**src/rtl/bldc_pkg.sv**
```systemverilog
// ---------------------------------------------------------------------------
// bldc_pkg
// Shared definitions for the BLDC PWM gate driver:
//   - sector encoding constants (SEC_INVALID, SEC_1..SEC_6)
//   - switching-mode constants (MODE_UNIPOLAR, MODE_COMPL)
//   - Hall-code to sector lookup
//   - per-sector forward high/low phase masks, bit order {C,B,A}
// ---------------------------------------------------------------------------
package bldc_pkg;

    localparam logic [2:0] SEC_INVALID = 3'd0;
    localparam logic [2:0] SEC_1       = 3'd1;
    localparam logic [2:0] SEC_2       = 3'd2;
    localparam logic [2:0] SEC_3       = 3'd3;
    localparam logic [2:0] SEC_4       = 3'd4;
    localparam logic [2:0] SEC_5       = 3'd5;
    localparam logic [2:0] SEC_6       = 3'd6;

    localparam logic MODE_UNIPOLAR = 1'b0;
    localparam logic MODE_COMPL    = 1'b1;

    // Forward-direction phase roles for one sector: 'high' marks the phase
    // that is switched to the positive rail, 'low' the phase tied to the
    // negative rail. The remaining phase floats.
    typedef struct packed {
        logic [2:0] high;
        logic [2:0] low;
    } phase_mask_t;

    // Hall {C,B,A} to 6-step sector. 000 and 111 cannot occur with healthy
    // sensors and map to the invalid sector.
    function automatic logic [2:0] hall_to_sector(input logic [2:0] code);
        case (code)
            3'b001:  return SEC_1;
            3'b011:  return SEC_2;
            3'b010:  return SEC_3;
            3'b110:  return SEC_4;
            3'b100:  return SEC_5;
            3'b101:  return SEC_6;
            default: return SEC_INVALID;
        endcase
    endfunction

    // Forward phase pairs: 1 A+B-, 2 A+C-, 3 B+C-, 4 B+A-, 5 C+A-, 6 C+B-.
    function automatic phase_mask_t sector_masks(input logic [2:0] sec);
        phase_mask_t m;
        m = '{high: 3'b000, low: 3'b000};
        case (sec)
            SEC_1:   m = '{high: 3'b001, low: 3'b010};
            SEC_2:   m = '{high: 3'b001, low: 3'b100};
            SEC_3:   m = '{high: 3'b010, low: 3'b100};
            SEC_4:   m = '{high: 3'b010, low: 3'b001};
            SEC_5:   m = '{high: 3'b100, low: 3'b001};
            SEC_6:   m = '{high: 3'b100, low: 3'b010};
            default: m = '{high: 3'b000, low: 3'b000};
        endcase
        return m;
    endfunction

endpackage

```
**src/rtl/bldc_pwm_driver_dead_time_gen.sv**
```systemverilog
// ---------------------------------------------------------------------------
// dead_time_gen
// Per-phase request-to-gate stage. In complementary mode a gate may only
// turn on once its partner has been off for dead_cycles clk; turn-off is
// always immediate. In unipolar mode the requests pass straight through.
// The two gates are never on together, whatever the requests.
// Ports:
//   clk, rst        clock, asynchronous active-low reset
//   compl           1 = apply dead time (complementary switching)
//   dead_cycles     required partner-off time in clk cycles
//   req_h, req_l    requested high/low gate state
//   gate_h, gate_l  gate outputs
// ---------------------------------------------------------------------------
module dead_time_gen
    import bldc_pkg::*;
#(
    parameter int DEAD_W = 6
) (
    input  logic              clk,
    input  logic              rst,
    input  logic              compl,
    input  logic [DEAD_W-1:0] dead_cycles,
    input  logic              req_h,
    input  logic              req_l,
    output logic              gate_h,
    output logic              gate_l
);

    logic [DEAD_W-1:0] h_off_cnt;
    logic [DEAD_W-1:0] l_off_cnt;
    logic              h_allow;
    logic              l_allow;

    // The off counters hold how many preceding cycles each gate has been
    // off, so a gate that drops this cycle reads as 0 and its partner waits
    // the full dead_cycles before turning on.
    assign h_allow = (compl != MODE_COMPL) || (l_off_cnt >= dead_cycles);
    assign l_allow = (compl != MODE_COMPL) || (h_off_cnt >= dead_cycles);

    // Contradictory requests turn both gates off rather than risk
    // shoot-through.
    assign gate_h = req_h & ~req_l & h_allow;
    assign gate_l = req_l & ~req_h & l_allow;

    // Saturating off-time counters, cleared whenever their gate is on.
    always_ff @(posedge clk or negedge rst) begin
        if (!rst) begin
            h_off_cnt <= '0;
            l_off_cnt <= '0;
        end else begin
            if (gate_h)
                h_off_cnt <= '0;
            else if (h_off_cnt != '1)
                h_off_cnt <= h_off_cnt + DEAD_W'(1);

            if (gate_l)
                l_off_cnt <= '0;
            else if (l_off_cnt != '1)
                l_off_cnt <= l_off_cnt + DEAD_W'(1);
        end
    end

endmodule

```
**src/rtl/bldc_pwm_driver.sv**
```systemverilog
// ---------------------------------------------------------------------------
// bldc_pwm_driver
// BLDC gate driver: synchronises the Hall inputs, decodes the 6-step sector,
// generates an edge-aligned PWM carrier and drives three high/low gate
// pairs in unipolar or complementary mode with dead time and commutation
// blanking.
// Build option: define HALL_FILTER_EN to accept a synchronised Hall code
// only after FILT_LEN identical consecutive samples.
// Ports:
//   clk, rst      clock, asynchronous active-low reset
//   enable        1 = drive gates, 0 = gates off and hall_fault clearable
//   mode          0 = unipolar independent, 1 = complementary
//   dir           0 = forward, 1 = reverse
//   duty          requested duty, loaded at carrier wrap
//   dead_cycles   dead time and commutation blanking length in clk
//   hall          raw asynchronous Hall {C,B,A}
//   gate_h/gate_l high/low side gates {C,B,A}
//   sector        current sector 1..6, 0 = invalid
//   hall_fault    sticky invalid-Hall flag
//   pwm_sync      one-clk pulse when the carrier wraps
// ---------------------------------------------------------------------------
module bldc_pwm_driver
    import bldc_pkg::*;
#(
    parameter int DWIDTH   = 10,
    parameter int PRESCALE = 2,
    parameter int DEAD_W   = 6,
    parameter int FILT_LEN = 4
) (
    input  logic              clk,
    input  logic              rst,
    input  logic              enable,
    input  logic              mode,
    input  logic              dir,
    input  logic [DWIDTH-1:0] duty,
    input  logic [DEAD_W-1:0] dead_cycles,
    input  logic [2:0]        hall,
    output logic [2:0]        gate_h,
    output logic [2:0]        gate_l,
    output logic [2:0]        sector,
    output logic              hall_fault,
    output logic              pwm_sync
);

    localparam int PW = (PRESCALE > 1) ? $clog2(PRESCALE) : 1;

    logic [2:0]        hall_s1;
    logic [2:0]        hall_s2;
    logic [1:0]        sync_valid;
    logic [2:0]        code;
    logic              code_valid;
    logic [2:0]        decoded;

    logic [PW-1:0]     presc;
    logic              tick;
    logic              wrap;
    logic [DWIDTH-1:0] counter;
    logic [DWIDTH-1:0] shadow_duty;
    logic              pwm;

    logic [5:0]        key_now;
    logic [5:0]        key_prev;
    logic              key_change;
    logic [DEAD_W-1:0] blank_cnt;
    logic              blanking;

    phase_mask_t       masks;
    logic [2:0]        plus_ph;
    logic [2:0]        minus_ph;
    logic              drive_ok;
    logic [2:0]        req_h;
    logic [2:0]        req_l;

    // Two-flop synchroniser for the asynchronous Hall lines. sync_valid
    // tracks when the pipeline holds real samples so the reset zeros are
    // not mistaken for an invalid 000 Hall code.
    always_ff @(posedge clk or negedge rst) begin
        if (!rst) begin
            hall_s1    <= '0;
            hall_s2    <= '0;
            sync_valid <= '0;
        end else begin
            hall_s1    <= hall;
            hall_s2    <= hall_s1;
            sync_valid <= {sync_valid[0], 1'b1};
        end
    end

`ifdef HALL_FILTER_EN
    localparam int FCW = $clog2(FILT_LEN + 1);

    logic [2:0]     hall_last;
    logic [2:0]     hall_filt;
    logic           filt_valid;
    logic [FCW-1:0] stable_cnt;
    logic [FCW-1:0] stable_next;

    // Length of the current run of identical synchronised samples,
    // including the one being taken this cycle, saturating at FILT_LEN.
    always_comb begin
        stable_next = FCW'(1);
        if (hall_s2 == hall_last) begin
            if (stable_cnt == FCW'(FILT_LEN))
                stable_next = stable_cnt;
            else
                stable_next = stable_cnt + FCW'(1);
        end
    end

    // A code is accepted once it has been seen FILT_LEN times in a row;
    // shorter glitches never reach the decoder.
    always_ff @(posedge clk or negedge rst) begin
        if (!rst) begin
            hall_last  <= '0;
            hall_filt  <= '0;
            filt_valid <= 1'b0;
            stable_cnt <= '0;
        end else if (sync_valid[1]) begin
            hall_last  <= hall_s2;
            stable_cnt <= stable_next;
            if (stable_next == FCW'(FILT_LEN)) begin
                hall_filt  <= hall_s2;
                filt_valid <= 1'b1;
            end
        end
    end

    assign code       = hall_filt;
    assign code_valid = filt_valid;
`else
    logic unused_filt_len;

    assign unused_filt_len = |FILT_LEN;
    assign code            = hall_s2;
    assign code_valid      = sync_valid[1];
`endif

    assign decoded = hall_to_sector(code);

    // Registered sector decode and sticky fault. The fault only clears
    // while the drive is disabled and the Hall code is healthy again.
    always_ff @(posedge clk or negedge rst) begin
        if (!rst) begin
            sector     <= SEC_INVALID;
            hall_fault <= 1'b0;
        end else if (code_valid) begin
            sector <= decoded;
            if (decoded == SEC_INVALID)
                hall_fault <= 1'b1;
            else if (!enable)
                hall_fault <= 1'b0;
        end
    end

    assign tick = (presc == PW'(PRESCALE - 1));
    assign wrap = tick && (counter == '1);
    assign pwm  = (counter < shadow_duty);

    // Edge-aligned carrier: the prescaler produces one PWM tick every
    // PRESCALE clk; the duty shadow loads on the same edge the counter
    // wraps so a period never mixes two duty values.
    always_ff @(posedge clk or negedge rst) begin
        if (!rst) begin
            presc       <= '0;
            counter     <= '0;
            shadow_duty <= '0;
            pwm_sync    <= 1'b0;
        end else begin
            presc    <= tick ? '0 : presc + PW'(1);
            pwm_sync <= wrap;
            if (tick)
                counter <= counter + DWIDTH'(1);
            if (wrap)
                shadow_duty <= duty;
        end
    end

    // Anything that changes the commutation pattern (sector, mode, dir or
    // enable) is detected combinationally so the gates drop in the very
    // cycle the change is visible.
    assign key_now    = {enable, dir, mode, sector};
    assign key_change = (key_now != key_prev);
    assign blanking   = (key_change && (dead_cycles != '0)) || (blank_cnt != '0);

    // Blanking counter: the change cycle itself is the first blank cycle,
    // so dead_cycles-1 further cycles remain. A change mid-blank restarts it.
    always_ff @(posedge clk or negedge rst) begin
        if (!rst) begin
            key_prev  <= '0;
            blank_cnt <= '0;
        end else begin
            key_prev <= key_now;
            if (key_change)
                blank_cnt <= (dead_cycles == '0) ? '0 : dead_cycles - DEAD_W'(1);
            else if (blank_cnt != '0)
                blank_cnt <= blank_cnt - DEAD_W'(1);
        end
    end

    assign masks    = sector_masks(sector);
    assign plus_ph  = dir ? masks.low  : masks.high;
    assign minus_ph = dir ? masks.high : masks.low;
    assign drive_ok = enable && !hall_fault && !blanking && (sector != SEC_INVALID);

    // Gate requests: the + phase chops with pwm (and in complementary mode
    // its low side takes the inverse), the - phase low side is held on.
    always_comb begin
        req_h = 3'b000;
        req_l = 3'b000;
        if (drive_ok) begin
            req_h = plus_ph & {3{pwm}};
            req_l = minus_ph;
            if (mode == MODE_COMPL)
                req_l = minus_ph | (plus_ph & {3{~pwm}});
        end
    end

    for (genvar i = 0; i < 3; i++) begin : g_phase
        dead_time_gen #(
            .DEAD_W(DEAD_W)
        ) u_dead_time_gen (
            .clk        (clk),
            .rst        (rst),
            .compl      (mode),
            .dead_cycles(dead_cycles),
            .req_h      (req_h[i]),
            .req_l      (req_l[i]),
            .gate_h     (gate_h[i]),
            .gate_l     (gate_l[i])
        );
    end

endmodule
```
**config.mk**
```make
export PLATFORM = sky130hd
export DESIGN_NAME = bldc_pwm_driver
export DESIGN_NICKNAME = d
export VERILOG_FILES = /design/src/rtl/bldc_pkg.sv /design/src/rtl/bldc_pwm_driver_dead_time_gen.sv /design/src/rtl/bldc_pwm_driver.sv
export SDC_FILE = /design/constraint.sdc
export NUM_CORES = 1
export LEC_CHECK = 0
export ABC_CLOCK_PERIOD_IN_PS = 2400
export BUFFER_PORTS_ARGS = -buffer_cell sky130_fd_sc_hd__buf_2
export CORE_MARGIN = 1
export CORE_UTILIZATION = 40
export DETAILED_ROUTE_END_ITERATION = 8
export GPL_TIMING_DRIVEN = 0
export PLACE_DENSITY_LB_ADDON = 0.1
export SLEW_MARGIN = 20
export SYNTH_ARGS = -nofsm -noshare
export SYNTH_HDL_FRONTEND = slang
export SYNTH_SLANG_ARGS = --single-unit
```
**constraint.sdc**
```tcl
create_clock -name clk -period 2.4 [get_ports clk]
set_input_delay 0.24 -clock clk [delete_from_list [all_inputs] [get_ports clk]]
set_output_delay 0.24 -clock clk [all_outputs]
set_load 0.005 [all_outputs]
```
==> out/qor.yml <==
timing:
  fin_crit_ns: 2.606
  layout_setup_ws_ns: -0.2059
  rsz0062_at_grt: "true"
  fin_setup_tns_ns: -0.8346
  hold_viol_final: 0
  worst_pin_slew_ns: 0.6444
  finalCritPeriodShare_pct: 108.6
  fin_skew_ns: 0.005495
  fmax_mhz: 383.7
  relSlewSlack_pct: 56.65
  drv_slew: 0
  setup_violations: 6
clocking:
  clockBufferDepth: 2
  clock_latency_ns: 0.34
  root_buffer: "clkbuf_16"
  clock-sinks: 82
  ctsHtreeMaxLevel: 3
  cts_made_buffers: 9
  cts_tree: "done"
  path_clk_slew_ns: 0.06
critical_path:
  crit_path_end_kind: "output port"
  cp_top_family: "simple AND/OR/NAND/NOR gates"
  crit_path_start_kind: "flop"
  critPathRequiredTime_ns: 2.16
  r2r_slack_ns: 0.14
  critPathBufInv: 3
  r2r_cells: 10
  rr_startpoint: "blank_cnt[0]$_DFFE_PN0P_"
  worstReg2RegEnd: "g_phase[0].u_dead_time_gen.h_off_cnt[5]$_DFFE_PN0P_"
  cp_num_cells: 9
  critical_path_arrival_ns: 2.37
  path_cells: "inv_2 > ha_4 > nand2b_4 > nor4_4 > and4b_4 > o2111ai_4 > a311oi_4 > buf_4 > buf_6"
  slowest_delay_ns: 0.40
  slowest_stage: "dfrtp_1"
  crit_path_max_fanout: 3
  crit_type: "flop to output port"
cells_and_area:
  nNetsFinal: 660
  fill_cells: 1141
  layout-drive-gt1-share_pct: 21.64
  syn2layout_area_growth_pct: 22.87
  regArea_um2: 2054
  multiInputGateArea_um2: 2939
  design_area_um2: 6177
  diodes: 0
grt:
  grt_max_degree: 43
  gr-total-overflow: 0
  grt.total_usage_pct: 17.81
  grt_pass1_vias: 3731
  antenna_found_initial: 0
  grt_first_pass_wirelength_mm: 17.88
detailed_routing:
  totalWireLength_mm: 10.74
  drt_iter0_drc: 131
  vias: 3875
  vias_per_cell: 5.132
  drc_errors: 0
  firstDrtPassIters: 4
  wire_per_inst_um: 14.22
  drt.antenna.violating_nets: 0
logic_synthesis:
  synthArstFlopShare_pct: 100.0
  synthCells: 510
  synth.net_count: 588
  seq_area_frac_synth_pct: 40.82
  synthDominantCellAreaShare_pct: 40.82
  yosysTopAreaCell: "dfrtp_1"
  yosys_most_used_dff: "dfrtp_1"
  yosysWarningCount: 0
  synth-seq-cells: 82
  netlist-cell-type-count: 58
  syn_avg_cell_area_um2: 9.857
  synthTopCellsByCount: "dfrtp_1, ha_1, nor2_1, nand2_1, o21ai_0"
  yosys-top-cells-area: "dfrtp_1, ha_1, xnor2_1"
  syn_area_um2: 5027
  synth-edff-count: 0
  synthMostInstantiatedCell: "dfrtp_1"
run_status:
  outcome: "complete, but fails checks"
  violations: "setup timing"
placement:
  gp_congestion: 0.7549
  dpl_cell_area_um2: 5430
  place_ws_ns: -0.5278
  port_buffers: 34
  hpwl_mm: 7.589
pwr:
  power.leakage_uw: 0.002785
  power.density_nw_per_um2: 884.7
  power.total_uw: 5465
  peakVddDrop_mv: 0.6343
hold_path:
  holdPathEnd: "key_prev[4]$_DFF_PN0_"
  holdPathStages: 1
  holdCritStartpoint: "dir"
  min_path_type: "primary input to flop"
floorplanning:
  initial_core_util_pct: 41.51
  dieArea_um2: 13020
  die_h_um: 114.1
  placementRows: 40
  fp.dieW_um: 114.1
  ios: 35
  core_area_um2: 12110
job:
  drv_cap: 0
## layer usage
layer	wire length (um)	GRT usage, %	share of wire (%)
met2	5226	29.78	49
met3	306	3.970	2.9
met4	168	6.580	1.6
met5	0	0	0
met1	5033	22.55	47
## layout make-up
| class | count | share of cell area [%] |
|---|---|---|
| clock buffers | 11 | 3.767 |
| inverters | 30 | 1.884 |
| well taps | 168 | 3.403 |
| clock inverters | 5 | 1.661 |
| repair buffers | 65 | 7.251 |
| multi-input cells | 383 | 47.58 |
| flip-flops and latches | 82 | 33.26 |
| plain buffers | 11 | 1.195 |
## report_power, final
group          internal (uW)  leakage [uW]  switching [uW]
clock network           1020      0.000160             547
registers               1720      0.000924             406
logic                    872       0.00170             901
## state kept, by name, summed over array words and instances, names as in the netlist, 3 cells and up
signal and flops:
g_phase.u_dead_time_gen.h_off_cnt 18, g_phase.u_dead_time_gen.l_off_cnt 18, counter 10, shadow_duty 10, blank_cnt 6, key_prev 6, code 3, hall_s1 3
sector 3
## worst max path at each step
stage / start / to / slack [ns]
2_1_floorplan: dead_cycles[1] / gate_h[1] / 0.13
3_3_place_gp: dead_cycles[1] / gate_h[0] / -0.50
3_5_place_dp: dead_cycles[1] / gate_h[0] / -0.53
4_1_cts: blank_cnt[1]$_DFFE_PN0P_ / gate_h[0] / -0.36
5_1_grt: blank_cnt[1]$_DFFE_PN0P_ / gate_l[1] / -0.31
6_report: blank_cnt[0]$_DFFE_PN0P_ / gate_h[0] / -0.21
## stage by stage
stage	hold WS (ns)	utilization [%]	instances
floorplan	-0.05559	-	510
global placement	0.3328	44.65	712
detailed placement	0.2758	44.83	713
CTS	0.03059	49.16	744
global route	0.02911	51.00	755
finish	0.04233	51.00	755
## cell families after synthesis
logic type,after synthesis,share of synthesized area (%)
mux,13,2.638
fa+ha+maj,54,13.44
other cells,1,0.07459
xor+xnor,35,6.097
compound gates,89,12.74
buf+inv,45,4.281
simple gates,191,19.91
flops,82,40.82
## cells in the final DEF, fill, tap and decap left out, types with 6 or more instances in the layout
master / instances
nor3_1: 12
ha_4: 6
xor2_1: 6
and3_1: 14
nor3b_1: 8
nand2b_1: 8
a21oi_1: 14
inv_1: 27
clkbuf_16: 9
nand4_1: 6
xnor2_1: 28
nand3_1: 28
o21ai_0: 33
buf_4: 28
dfrtp_1: 80
nand2_1: 38
buf_2: 33
mux2i_1: 11
nor2_1: 48
ha_1: 48
clkbuf_1: 6
a31oi_1: 9
## repair_timing
action | in CTS | in global routing
pin swaps | 13 | 22
gates resized for setup | 14 | 25
hold buffers | 4 | 0
setup buffers | 14 | 12
endpoints found under the hold margin | 44 | 0
endpoints found under the setup margin | 42 | 18
No activity file was read; power rests on OpenSTA's default activity.
